`config.mk`:
```
export PLATFORM = sky130hd
export DESIGN_NAME = id_ex_stage_flat
export DESIGN_NICKNAME = d
export VERILOG_FILES = /design/src/rtl/core_pkg.sv /design/src/rtl/id_ex_stage_if.sv /design/src/rtl/ex_fwd_sel.sv /design/src/rtl/id_ex_stage.sv /design/src/flat_wrapper.sv
export SDC_FILE = /design/constraint.sdc
export NUM_CORES = 1
export LEC_CHECK = 0
export CELL_PAD_IN_SITES_DETAIL_PLACEMENT = 1
export CELL_PAD_IN_SITES_GLOBAL_PLACEMENT = 2
export CORE_MARGIN = 2
export CORE_UTILIZATION = 22
export DETAILED_ROUTE_END_ITERATION = 7
export GPL_TIMING_DRIVEN = 0
export PLACE_DENSITY = 0.86
export SETUP_SLACK_MARGIN = 0.4
export SYNTH_ARGS = -nofsm -noshare
export SYNTH_HDL_FRONTEND = slang
export SYNTH_HIERARCHICAL = 1
export SYNTH_SLANG_ARGS = --single-unit
```
`constraint.sdc`:
```
create_clock -name clk -period 6 [get_ports clk]
set_input_delay 1.8 -clock clk [delete_from_list [all_inputs] [get_ports clk]]
set_output_delay 1.8 -clock clk [all_outputs]
set_load 0.005 [all_outputs]
```
`src/rtl/core_pkg.sv`:
```
// Shared RV32I core constants: ALU opcodes, branch encodings and datapath widths.
// Imported by the ID/EX stage, its interface and the forwarding select.
package core_pkg;

    localparam int XLEN_DEFAULT   = 32;
    localparam int REG_AW_DEFAULT = 5;

    localparam logic [3:0] ALU_ADD  = 4'b0000;
    localparam logic [3:0] ALU_SUB  = 4'b0001;
    localparam logic [3:0] ALU_AND  = 4'b0010;
    localparam logic [3:0] ALU_OR   = 4'b0011;
    localparam logic [3:0] ALU_XOR  = 4'b0100;
    localparam logic [3:0] ALU_SLL  = 4'b0101;
    localparam logic [3:0] ALU_SRL  = 4'b0110;
    localparam logic [3:0] ALU_SRA  = 4'b0111;
    localparam logic [3:0] ALU_SLT  = 4'b1000;
    localparam logic [3:0] ALU_SLTU = 4'b1001;

    localparam logic [2:0] BR_NONE = 3'b000;
    localparam logic [2:0] BR_BEQ  = 3'b001;
    localparam logic [2:0] BR_BNE  = 3'b010;
    localparam logic [2:0] BR_BLT  = 3'b011;
    localparam logic [2:0] BR_BGE  = 3'b100;
    localparam logic [2:0] BR_JAL  = 3'b101;

endpackage

```
`src/rtl/id_ex_stage_if.sv`:
```
// Decode-to-execute bundle: decoded instruction in, ALU/EX-MEM operands out.
// master = decode side, slave = the ID/EX stage.
interface id_ex_stage_if #(
  parameter int XLEN   = core_pkg::XLEN_DEFAULT,
  parameter int REG_AW = core_pkg::REG_AW_DEFAULT
);
  logic              id_valid;
  logic [XLEN-1:0]   id_pc;
  logic [XLEN-1:0]   id_rs1_data;
  logic [XLEN-1:0]   id_rs2_data;
  logic [XLEN-1:0]   id_imm;
  logic [REG_AW-1:0] id_rs1;
  logic [REG_AW-1:0] id_rs2;
  logic [REG_AW-1:0] id_rd;
  logic [3:0]        id_alu_sel;
  logic              id_use_imm;
  logic              id_use_pc;
  logic              id_reg_write;
  logic              id_mem_read;
  logic              id_mem_write;
  logic [2:0]        id_branch;

  logic              load_use_stall;
  logic              ex_valid;
  logic [XLEN-1:0]   ex_op_a;
  logic [XLEN-1:0]   ex_op_b;
  logic [3:0]        ex_alu_sel;
  logic [XLEN-1:0]   ex_store_data;
  logic [XLEN-1:0]   ex_pc;
  logic [XLEN-1:0]   ex_imm;
  logic [REG_AW-1:0] ex_rd;
  logic              ex_reg_write;
  logic              ex_mem_read;
  logic              ex_mem_write;
  logic [2:0]        ex_branch;

  modport master (
    output id_valid, id_pc, id_rs1_data, id_rs2_data, id_imm, id_rs1, id_rs2, id_rd,
           id_alu_sel, id_use_imm, id_use_pc, id_reg_write, id_mem_read, id_mem_write,
           id_branch,
    input  load_use_stall, ex_valid, ex_op_a, ex_op_b, ex_alu_sel, ex_store_data, ex_pc,
           ex_imm, ex_rd, ex_reg_write, ex_mem_read, ex_mem_write, ex_branch
  );

  modport slave (
    input  id_valid, id_pc, id_rs1_data, id_rs2_data, id_imm, id_rs1, id_rs2, id_rd,
           id_alu_sel, id_use_imm, id_use_pc, id_reg_write, id_mem_read, id_mem_write,
           id_branch,
    output load_use_stall, ex_valid, ex_op_a, ex_op_b, ex_alu_sel, ex_store_data, ex_pc,
           ex_imm, ex_rd, ex_reg_write, ex_mem_read, ex_mem_write, ex_branch
  );
endinterface

```
`src/rtl/ex_fwd_sel.sv`:
```
// Combinational 3:1 operand forwarding select for one EX source register.
// EX/MEM has priority over MEM/WB; x0 is never forwarded.
module ex_fwd_sel
  import core_pkg::*;
#(
  parameter int XLEN   = XLEN_DEFAULT,
  parameter int REG_AW = REG_AW_DEFAULT
) (
  input  logic [REG_AW-1:0] rs,
  input  logic [XLEN-1:0]   rs_data,
  input  logic [REG_AW-1:0] exmem_rd,
  input  logic              exmem_reg_write,
  input  logic [XLEN-1:0]   exmem_result,
  input  logic [REG_AW-1:0] memwb_rd,
  input  logic              memwb_reg_write,
  input  logic [XLEN-1:0]   memwb_result,
  output logic [XLEN-1:0]   fwd_data
);
  always_comb begin
    fwd_data = rs_data;
    if (exmem_reg_write && (exmem_rd != '0) && (exmem_rd == rs)) begin
      fwd_data = exmem_result;
    end else if (memwb_reg_write && (memwb_rd != '0) && (memwb_rd == rs)) begin
      fwd_data = memwb_result;
    end
  end
endmodule

```
`src/rtl/id_ex_stage.sv`:
```
// ID/EX pipeline register with EX operand forwarding and load-use bubble insertion.
// Define ID_EX_FWD_EN for forwarding; without it operands are unforwarded and every RAW hazard stalls.
module id_ex_stage
  import core_pkg::*;
#(
  parameter int XLEN   = XLEN_DEFAULT,
  parameter int REG_AW = REG_AW_DEFAULT
) (
  input  logic              clk,
  input  logic              rst,
  input  logic              hold,
  input  logic              flush,
  input  logic [REG_AW-1:0] exmem_rd,
  input  logic              exmem_reg_write,
  input  logic [XLEN-1:0]   exmem_result,
  input  logic [REG_AW-1:0] memwb_rd,
  input  logic              memwb_reg_write,
  input  logic [XLEN-1:0]   memwb_result,
  id_ex_stage_if.slave      bus
);
`ifdef ID_EX_FWD_EN
  localparam logic FWD_ON = 1'b1;
`else
  localparam logic FWD_ON = 1'b0;
`endif

  logic              valid_q, valid_d;
  logic [XLEN-1:0]   pc_q, pc_d;
  logic [XLEN-1:0]   rs1_data_q, rs1_data_d;
  logic [XLEN-1:0]   rs2_data_q, rs2_data_d;
  logic [XLEN-1:0]   imm_q, imm_d;
  logic [REG_AW-1:0] rs1_q, rs1_d;
  logic [REG_AW-1:0] rs2_q, rs2_d;
  logic [REG_AW-1:0] rd_q, rd_d;
  logic [3:0]        alu_sel_q, alu_sel_d;
  logic              use_imm_q, use_imm_d;
  logic              use_pc_q, use_pc_d;
  logic              reg_write_q, reg_write_d;
  logic              mem_read_q, mem_read_d;
  logic              mem_write_q, mem_write_d;
  logic [2:0]        branch_q, branch_d;

  logic              load_hit;
  logic              load_use_stall;

  // True when an older in-flight writer has not yet reached WB for this source.
  function automatic logic raw_hit(input logic [REG_AW-1:0] rs);
    return (rs != '0) &&
           ((valid_q && reg_write_q && (rd_q == rs)) ||
            (exmem_reg_write && (exmem_rd == rs)));
  endfunction

  always_comb begin
    load_hit = valid_q && mem_read_q && (rd_q != '0) && bus.id_valid &&
               ((rd_q == bus.id_rs1) || (rd_q == bus.id_rs2));
    if (FWD_ON) begin
      load_use_stall = load_hit;
    end else begin
      load_use_stall = load_hit ||
                       (bus.id_valid && (raw_hit(bus.id_rs1) || raw_hit(bus.id_rs2)));
    end
  end

  always_comb begin
    valid_d     = valid_q;
    pc_d        = pc_q;
    rs1_data_d  = rs1_data_q;
    rs2_data_d  = rs2_data_q;
    imm_d       = imm_q;
    rs1_d       = rs1_q;
    rs2_d       = rs2_q;
    rd_d        = rd_q;
    alu_sel_d   = alu_sel_q;
    use_imm_d   = use_imm_q;
    use_pc_d    = use_pc_q;
    reg_write_d = reg_write_q;
    mem_read_d  = mem_read_q;
    mem_write_d = mem_write_q;
    branch_d    = branch_q;
    // flush beats hold; hold beats the load-use bubble.
    if (flush || (!hold && load_use_stall)) begin
      valid_d     = 1'b0;
      pc_d        = '0;
      rs1_data_d  = '0;
      rs2_data_d  = '0;
      imm_d       = '0;
      rs1_d       = '0;
      rs2_d       = '0;
      rd_d        = '0;
      alu_sel_d   = ALU_ADD;
      use_imm_d   = 1'b0;
      use_pc_d    = 1'b0;
      reg_write_d = 1'b0;
      mem_read_d  = 1'b0;
      mem_write_d = 1'b0;
      branch_d    = BR_NONE;
    end else if (!hold) begin
      valid_d     = bus.id_valid;
      pc_d        = bus.id_pc;
      rs1_data_d  = bus.id_rs1_data;
      rs2_data_d  = bus.id_rs2_data;
      imm_d       = bus.id_imm;
      rs1_d       = bus.id_rs1;
      rs2_d       = bus.id_rs2;
      rd_d        = bus.id_rd;
      alu_sel_d   = bus.id_alu_sel;
      use_imm_d   = bus.id_use_imm;
      use_pc_d    = bus.id_use_pc;
      reg_write_d = bus.id_valid && bus.id_reg_write;
      mem_read_d  = bus.id_valid && bus.id_mem_read;
      mem_write_d = bus.id_valid && bus.id_mem_write;
      branch_d    = bus.id_valid ? bus.id_branch : BR_NONE;
    end
  end

  always_ff @(posedge clk or posedge rst) begin
    if (rst) begin
      valid_q     <= 1'b0;
      pc_q        <= '0;
      rs1_data_q  <= '0;
      rs2_data_q  <= '0;
      imm_q       <= '0;
      rs1_q       <= '0;
      rs2_q       <= '0;
      rd_q        <= '0;
      alu_sel_q   <= ALU_ADD;
      use_imm_q   <= 1'b0;
      use_pc_q    <= 1'b0;
      reg_write_q <= 1'b0;
      mem_read_q  <= 1'b0;
      mem_write_q <= 1'b0;
      branch_q    <= BR_NONE;
    end else begin
      valid_q     <= valid_d;
      pc_q        <= pc_d;
      rs1_data_q  <= rs1_data_d;
      rs2_data_q  <= rs2_data_d;
      imm_q       <= imm_d;
      rs1_q       <= rs1_d;
      rs2_q       <= rs2_d;
      rd_q        <= rd_d;
      alu_sel_q   <= alu_sel_d;
      use_imm_q   <= use_imm_d;
      use_pc_q    <= use_pc_d;
      reg_write_q <= reg_write_d;
      mem_read_q  <= mem_read_d;
      mem_write_q <= mem_write_d;
      branch_q    <= branch_d;
    end
  end

  logic [REG_AW-1:0] src_idx  [2];
  logic [XLEN-1:0]   src_data [2];
  logic [XLEN-1:0]   fwd_data [2];

  assign src_idx[0]  = rs1_q;
  assign src_idx[1]  = rs2_q;
  assign src_data[0] = rs1_data_q;
  assign src_data[1] = rs2_data_q;

  // With forwarding disabled the write enables are tied off, so each select passes rs data through.
  generate
    for (genvar gi = 0; gi < 2; gi++) begin : g_fwd
      ex_fwd_sel #(
        .XLEN   (XLEN),
        .REG_AW (REG_AW)
      ) u_fwd_sel (
        .rs              (src_idx[gi]),
        .rs_data         (src_data[gi]),
        .exmem_rd        (exmem_rd),
        .exmem_reg_write (exmem_reg_write && FWD_ON),
        .exmem_result    (exmem_result),
        .memwb_rd        (memwb_rd),
        .memwb_reg_write (memwb_reg_write && FWD_ON),
        .memwb_result    (memwb_result),
        .fwd_data        (fwd_data[gi])
      );
    end
  endgenerate

  assign bus.load_use_stall = load_use_stall;
  assign bus.ex_valid       = valid_q;
  assign bus.ex_op_a        = use_pc_q ? pc_q : fwd_data[0];
  assign bus.ex_op_b        = use_imm_q ? imm_q : fwd_data[1];
  assign bus.ex_store_data  = fwd_data[1];
  assign bus.ex_alu_sel     = alu_sel_q;
  assign bus.ex_pc          = pc_q;
  assign bus.ex_imm         = imm_q;
  assign bus.ex_rd          = rd_q;
  assign bus.ex_reg_write   = reg_write_q;
  assign bus.ex_mem_read    = mem_read_q;
  assign bus.ex_mem_write   = mem_write_q;
  assign bus.ex_branch      = branch_q;
endmodule

```
`src/flat_wrapper.sv`:
```
// flat-port wrapper written by rule: the top's interface ports become plain ports
module id_ex_stage_flat import core_pkg::*;
#(
  parameter int XLEN   = XLEN_DEFAULT,
  parameter int REG_AW = REG_AW_DEFAULT
)
  (clk, rst, hold, flush, exmem_rd, exmem_reg_write, exmem_result, memwb_rd, memwb_reg_write, memwb_result, bus_id_valid, bus_id_pc, bus_id_rs1_data, bus_id_rs2_data, bus_id_imm, bus_id_rs1, bus_id_rs2, bus_id_rd, bus_id_alu_sel, bus_id_use_imm, bus_id_use_pc, bus_id_reg_write, bus_id_mem_read, bus_id_mem_write, bus_id_branch, bus_load_use_stall, bus_ex_valid, bus_ex_op_a, bus_ex_op_b, bus_ex_alu_sel, bus_ex_store_data, bus_ex_pc, bus_ex_imm, bus_ex_rd, bus_ex_reg_write, bus_ex_mem_read, bus_ex_mem_write, bus_ex_branch);
  id_ex_stage_if #(.XLEN(XLEN), .REG_AW(REG_AW)) bus_i ();
  input  logic clk;
  input  logic rst;
  input  logic hold;
  input  logic flush;
  input  logic [REG_AW-1:0] exmem_rd;
  input  logic exmem_reg_write;
  input  logic [XLEN-1:0] exmem_result;
  input  logic [REG_AW-1:0] memwb_rd;
  input  logic memwb_reg_write;
  input  logic [XLEN-1:0] memwb_result;
  input wire logic [$bits(bus_i.id_valid)-1:0] bus_id_valid;
  input wire logic [$bits(bus_i.id_pc)-1:0] bus_id_pc;
  input wire logic [$bits(bus_i.id_rs1_data)-1:0] bus_id_rs1_data;
  input wire logic [$bits(bus_i.id_rs2_data)-1:0] bus_id_rs2_data;
  input wire logic [$bits(bus_i.id_imm)-1:0] bus_id_imm;
  input wire logic [$bits(bus_i.id_rs1)-1:0] bus_id_rs1;
  input wire logic [$bits(bus_i.id_rs2)-1:0] bus_id_rs2;
  input wire logic [$bits(bus_i.id_rd)-1:0] bus_id_rd;
  input wire logic [$bits(bus_i.id_alu_sel)-1:0] bus_id_alu_sel;
  input wire logic [$bits(bus_i.id_use_imm)-1:0] bus_id_use_imm;
  input wire logic [$bits(bus_i.id_use_pc)-1:0] bus_id_use_pc;
  input wire logic [$bits(bus_i.id_reg_write)-1:0] bus_id_reg_write;
  input wire logic [$bits(bus_i.id_mem_read)-1:0] bus_id_mem_read;
  input wire logic [$bits(bus_i.id_mem_write)-1:0] bus_id_mem_write;
  input wire logic [$bits(bus_i.id_branch)-1:0] bus_id_branch;
  output wire logic [$bits(bus_i.load_use_stall)-1:0] bus_load_use_stall;
  output wire logic [$bits(bus_i.ex_valid)-1:0] bus_ex_valid;
  output wire logic [$bits(bus_i.ex_op_a)-1:0] bus_ex_op_a;
  output wire logic [$bits(bus_i.ex_op_b)-1:0] bus_ex_op_b;
  output wire logic [$bits(bus_i.ex_alu_sel)-1:0] bus_ex_alu_sel;
  output wire logic [$bits(bus_i.ex_store_data)-1:0] bus_ex_store_data;
  output wire logic [$bits(bus_i.ex_pc)-1:0] bus_ex_pc;
  output wire logic [$bits(bus_i.ex_imm)-1:0] bus_ex_imm;
  output wire logic [$bits(bus_i.ex_rd)-1:0] bus_ex_rd;
  output wire logic [$bits(bus_i.ex_reg_write)-1:0] bus_ex_reg_write;
  output wire logic [$bits(bus_i.ex_mem_read)-1:0] bus_ex_mem_read;
  output wire logic [$bits(bus_i.ex_mem_write)-1:0] bus_ex_mem_write;
  output wire logic [$bits(bus_i.ex_branch)-1:0] bus_ex_branch;
  assign bus_i.id_valid = bus_id_valid;
  assign bus_i.id_pc = bus_id_pc;
  assign bus_i.id_rs1_data = bus_id_rs1_data;
  assign bus_i.id_rs2_data = bus_id_rs2_data;
  assign bus_i.id_imm = bus_id_imm;
  assign bus_i.id_rs1 = bus_id_rs1;
  assign bus_i.id_rs2 = bus_id_rs2;
  assign bus_i.id_rd = bus_id_rd;
  assign bus_i.id_alu_sel = bus_id_alu_sel;
  assign bus_i.id_use_imm = bus_id_use_imm;
  assign bus_i.id_use_pc = bus_id_use_pc;
  assign bus_i.id_reg_write = bus_id_reg_write;
  assign bus_i.id_mem_read = bus_id_mem_read;
  assign bus_i.id_mem_write = bus_id_mem_write;
  assign bus_i.id_branch = bus_id_branch;
  assign bus_load_use_stall = bus_i.load_use_stall;
  assign bus_ex_valid = bus_i.ex_valid;
  assign bus_ex_op_a = bus_i.ex_op_a;
  assign bus_ex_op_b = bus_i.ex_op_b;
  assign bus_ex_alu_sel = bus_i.ex_alu_sel;
  assign bus_ex_store_data = bus_i.ex_store_data;
  assign bus_ex_pc = bus_i.ex_pc;
  assign bus_ex_imm = bus_i.ex_imm;
  assign bus_ex_rd = bus_i.ex_rd;
  assign bus_ex_reg_write = bus_i.ex_reg_write;
  assign bus_ex_mem_read = bus_i.ex_mem_read;
  assign bus_ex_mem_write = bus_i.ex_mem_write;
  assign bus_ex_branch = bus_i.ex_branch;
  id_ex_stage #(.XLEN(XLEN), .REG_AW(REG_AW)) u_core (.clk(clk), .rst(rst), .hold(hold), .flush(flush), .exmem_rd(exmem_rd), .exmem_reg_write(exmem_reg_write), .exmem_result(exmem_result), .memwb_rd(memwb_rd), .memwb_reg_write(memwb_reg_write), .memwb_result(memwb_result), .bus(bus_i));
endmodule
```
==> impl_metrics.json <==
{
  "status": "complete, no violations",
  "fillers": 4488,
  "clk_path_buf_depth": 2,
  "dieArea_mm2": 0.0420,
  "htreeDepth": 4,
  "wl_per_cell_um": 26.2,
  "synth_warnings": 6,
  "seqCellArea_mm2": 0.00390,
  "setup_viol": 0,
  "cp_slowest_cell": "or4_4",
  "antenna_found_initial": 2,
  "clk_latency_ps": 450,
  "rsz0062_at_grt": "false",
  "vias": 9412,
  "track_usage_pct": 22.3,
  "cts_tree": "built",
  "grt_max_degree": 40,
  "arrival_ps": 3470,
  "core_region_area_mm2": 0.0398,
  "grt_pass1_vias": 10100,
  "firstDrtPassIters": 4,
  "finalSetupTns_ps": 0,
  "clk_pin_slew_ps": 60,
  "r2r-end": "u_core/bus.ex_imm[25]",
  "cap_violations": 0,
  "cts_buffers": 17,
  "min_period_over_period_pct": 87.9,
  "yosysUniqueCellTypes": 37,
  "path_class": "input port to output pin",
  "synth.area.top_cells": "dfrtp_1, a22o_1, mux2_2",
  "wl_um": 47400,
  "max_freq_mhz": 190,
  "ys_top_cells_by_count": "dfrtp_1, a22o_1, clkbuf_1, nor4_1, nand4_1",
  "dr.first_iter.drc_count": 408,
  "hold_end": "u_core/bus.ex_branch[1]",
  "synth.most_common_cell": "dfrtp_1",
  "syn_area_mm2": 0.00888,
  "initial_utilization_pct": 22.3,
  "power_density_mw_per_mm2": 231,
  "layout-drive-gt1-share_pct": 11.4,
  "drc": 0,
  "critPathCaptureType": "output pin",
  "worst_hold_slack_ps": 494,
  "synth_top_area_share_pct": 44.0,
  "yosysSeqAreaShare_pct": 44.0,
  "fp.dieH_um": 205,
  "hold_start": "u_core/bus.ex_branch[1]",
  "synthArstFlopShare_pct": 100,
  "final.min_clock_period_ps": 5270,
  "ant_nets": 0,
  "gp_congestion": 0.837,
  "cp-start-kind": "input port",
  "worstPathCellList": "clkdlybuf4s15_2 -> or4_4 -> o211ai_1 -> a2111oi_4 -> o31a_1 -> dlymetal6s2s_1",
  "overflow": 0,
  "cts_root_buffer": "clkbuf_16",
  "fp.dieW_um": 205,
  "hold_depth": 1,
  "reg2reg_from": "u_core/bus.ex_rd[3]",
  "cts_sinks": 156,
  "slew_headroom_pct": 20.3,
  "leakagePower_nw": 5.54,
  "rrSetupSlack_ps": 2560,
  "synth.largest_area_cell": "dfrtp_1",
  "dp_hpwl_um": 37500,
  "slowest_delay_ps": 560,
  "postSynthCellCount": 831,
  "port_buffers": 410,
  "synth_flop_cell": "dfrtp_1",
  "critPathRequiredTime_ps": 4200,
  "rows": 73,
  "reg2regPathDepth": 9,
  "multi_input_comb_area_mm2": 0.00454,
  "pin_count": 413,
  "synth_edf_count": 0,
  "areaGrowthSynthToFinish_pct": 62.0,
  "maxSlewViolCount": 0,
  "ys_seq_elements": 156,
  "viasPerCell": 5.19,
  "tightest_slew_ps": 1180,
  "syn_avg_cell_area_um2": 10.7,
  "grt_pass1_wl_um": 68100,
  "nets": 1508,
  "final_hold_viol_count": 0,
  "worst-path-max-fanout": 4,
  "peakVddDrop_mv": 0.151,
  "holdCritPathClass": "flop to flop",
  "fin_skew_ps": 10.9
}
per-layer routing:
layer / GRT usage [%] / share of wire [%]
met5: 0 / 0.034
met4: 6.09 / 2.1
met3: 5.60 / 6.2
met2: 38.1 / 49
met1: 27.7 / 43
state kept, by name, indices dropped and copies added, names as in the netlist:
register and flops:
u_core/rs2_q 5, u_core/bus.ex_mem_read 1, u_core/bus.ex_imm 32, u_core/rs1_q 5
u_core/bus.ex_rd 5, u_core/use_imm_q 1, u_core/bus.ex_pc 32, u_core/bus.ex_mem_write 1
u_core/use_pc_q 1, u_core/rs1_data_q 32, u_core/bus.ex_branch 3, u_core/bus.ex_valid 1
u_core/bus.ex_reg_write 1, u_core/bus.ex_alu_sel 4, u_core/rs2_data_q 32
critical path, delay by kind of cell:
| family | cells | cell delay (ps) |
|---|---|---|
| AOI/OAI and AO/OA | 3 | 710 |
| and+or+nand+nor | 1 | 560 |
| buffers and inverters | 2 | 390 |
cell usage in the layout, fill, tap and decap left out, drive strengths merged:
cell	instances
clkdlybuf4s50	396
dfrtp	156
a22o	150
clkbuf	99
nor4	67
nand4	66
mux2	64
o31ai	64
a31oi	64
buf	41
xnor2	32
nand3	6
a32o	6
nand2	6
conb	6
dlymetal6s2s	5
or4	5
o211ai	5
clkinvlp	4
dlygate4sd2	4
xor2	4
and2	4
clkinv	4
clkdlybuf4s15	3
or3	3
or2	3
diode	2
a2111oi	2
o21a	2
nor2	2
a21oi	2
o21ai	2
and3	2
bufinv	1
inv	1
nor2b	1
o22ai	1
o41ai	1
o31a	1
what timing repair did:
| action | in CTS | in global routing |
|---|---|---|
| hold buffers | 0 | 0 |
| endpoints found under the setup margin | 1 | 1 |
| gates resized for setup | 22 | 7 |
| gates cloned | 0 | 0 |
| pin swaps | 5 | 4 |
| setup buffers | 2 | 1 |
worst max path at each step:
stage	startpoint	endpoint
finish	bus_id_rs1[1]	bus_load_use_stall
global route	bus_id_rs1[1]	bus_load_use_stall
CTS	bus_id_rs2[2]	bus_load_use_stall
detailed placement	bus_id_rs1[1]	bus_load_use_stall
global placement	bus_id_rs1[1]	bus_load_use_stall
floorplan	bus_id_rs1[1]	bus_load_use_stall
logic make-up (layout without fill, tap and decap cells):
logic type	count (synthesis)	in the layout	synth area share [%]
flip-flops	156	156	44.0
buffers and inverters	109	558	5.50
XOR/XNOR	36	36	3.55
other	1	8	0.0422
multiplexers	64	64	8.12
AND/OR/NAND/NOR	165	165	11.5
AO/OA/AOI/OAI	300	300	27.3
area by class of cell:
class                   instances  area share, %
clock inverters                 9          0.592
clock buffers                  23           3.39
multi-input cells             571           31.6
inverters                       1         0.0522
well taps                     525           4.57
flip-flops and latches        156           27.1
diodes                          2         0.0348
repair buffers                417           29.3
plain buffers                 108           3.37
power breakdown:
| group | leakage [nW] | switching [mW] | internal, mW |
|---|---|---|---|
| sequential | 2.04 | 0.0729 | 1.13 |
| clock | 0.276 | 0.478 | 0.615 |
| combinational | 3.23 | 0.490 | 0.528 |
through the flow:
stage	power, mW	setup slack (ps)	cells	util, %	area [um^2]
final	3.32	726	1812	36.1	14400
after global routing	3.48	686	1811	36.1	14400
after CTS	3.34	406	1809	36.1	14400
after detailed placement	2.22	84.8	1775	34.5	13700
after global placement	2.20	127	1771	34.3	13700
after floorplan	1.62	1230	836	-	8900
(Power assumes the default switching activity.)
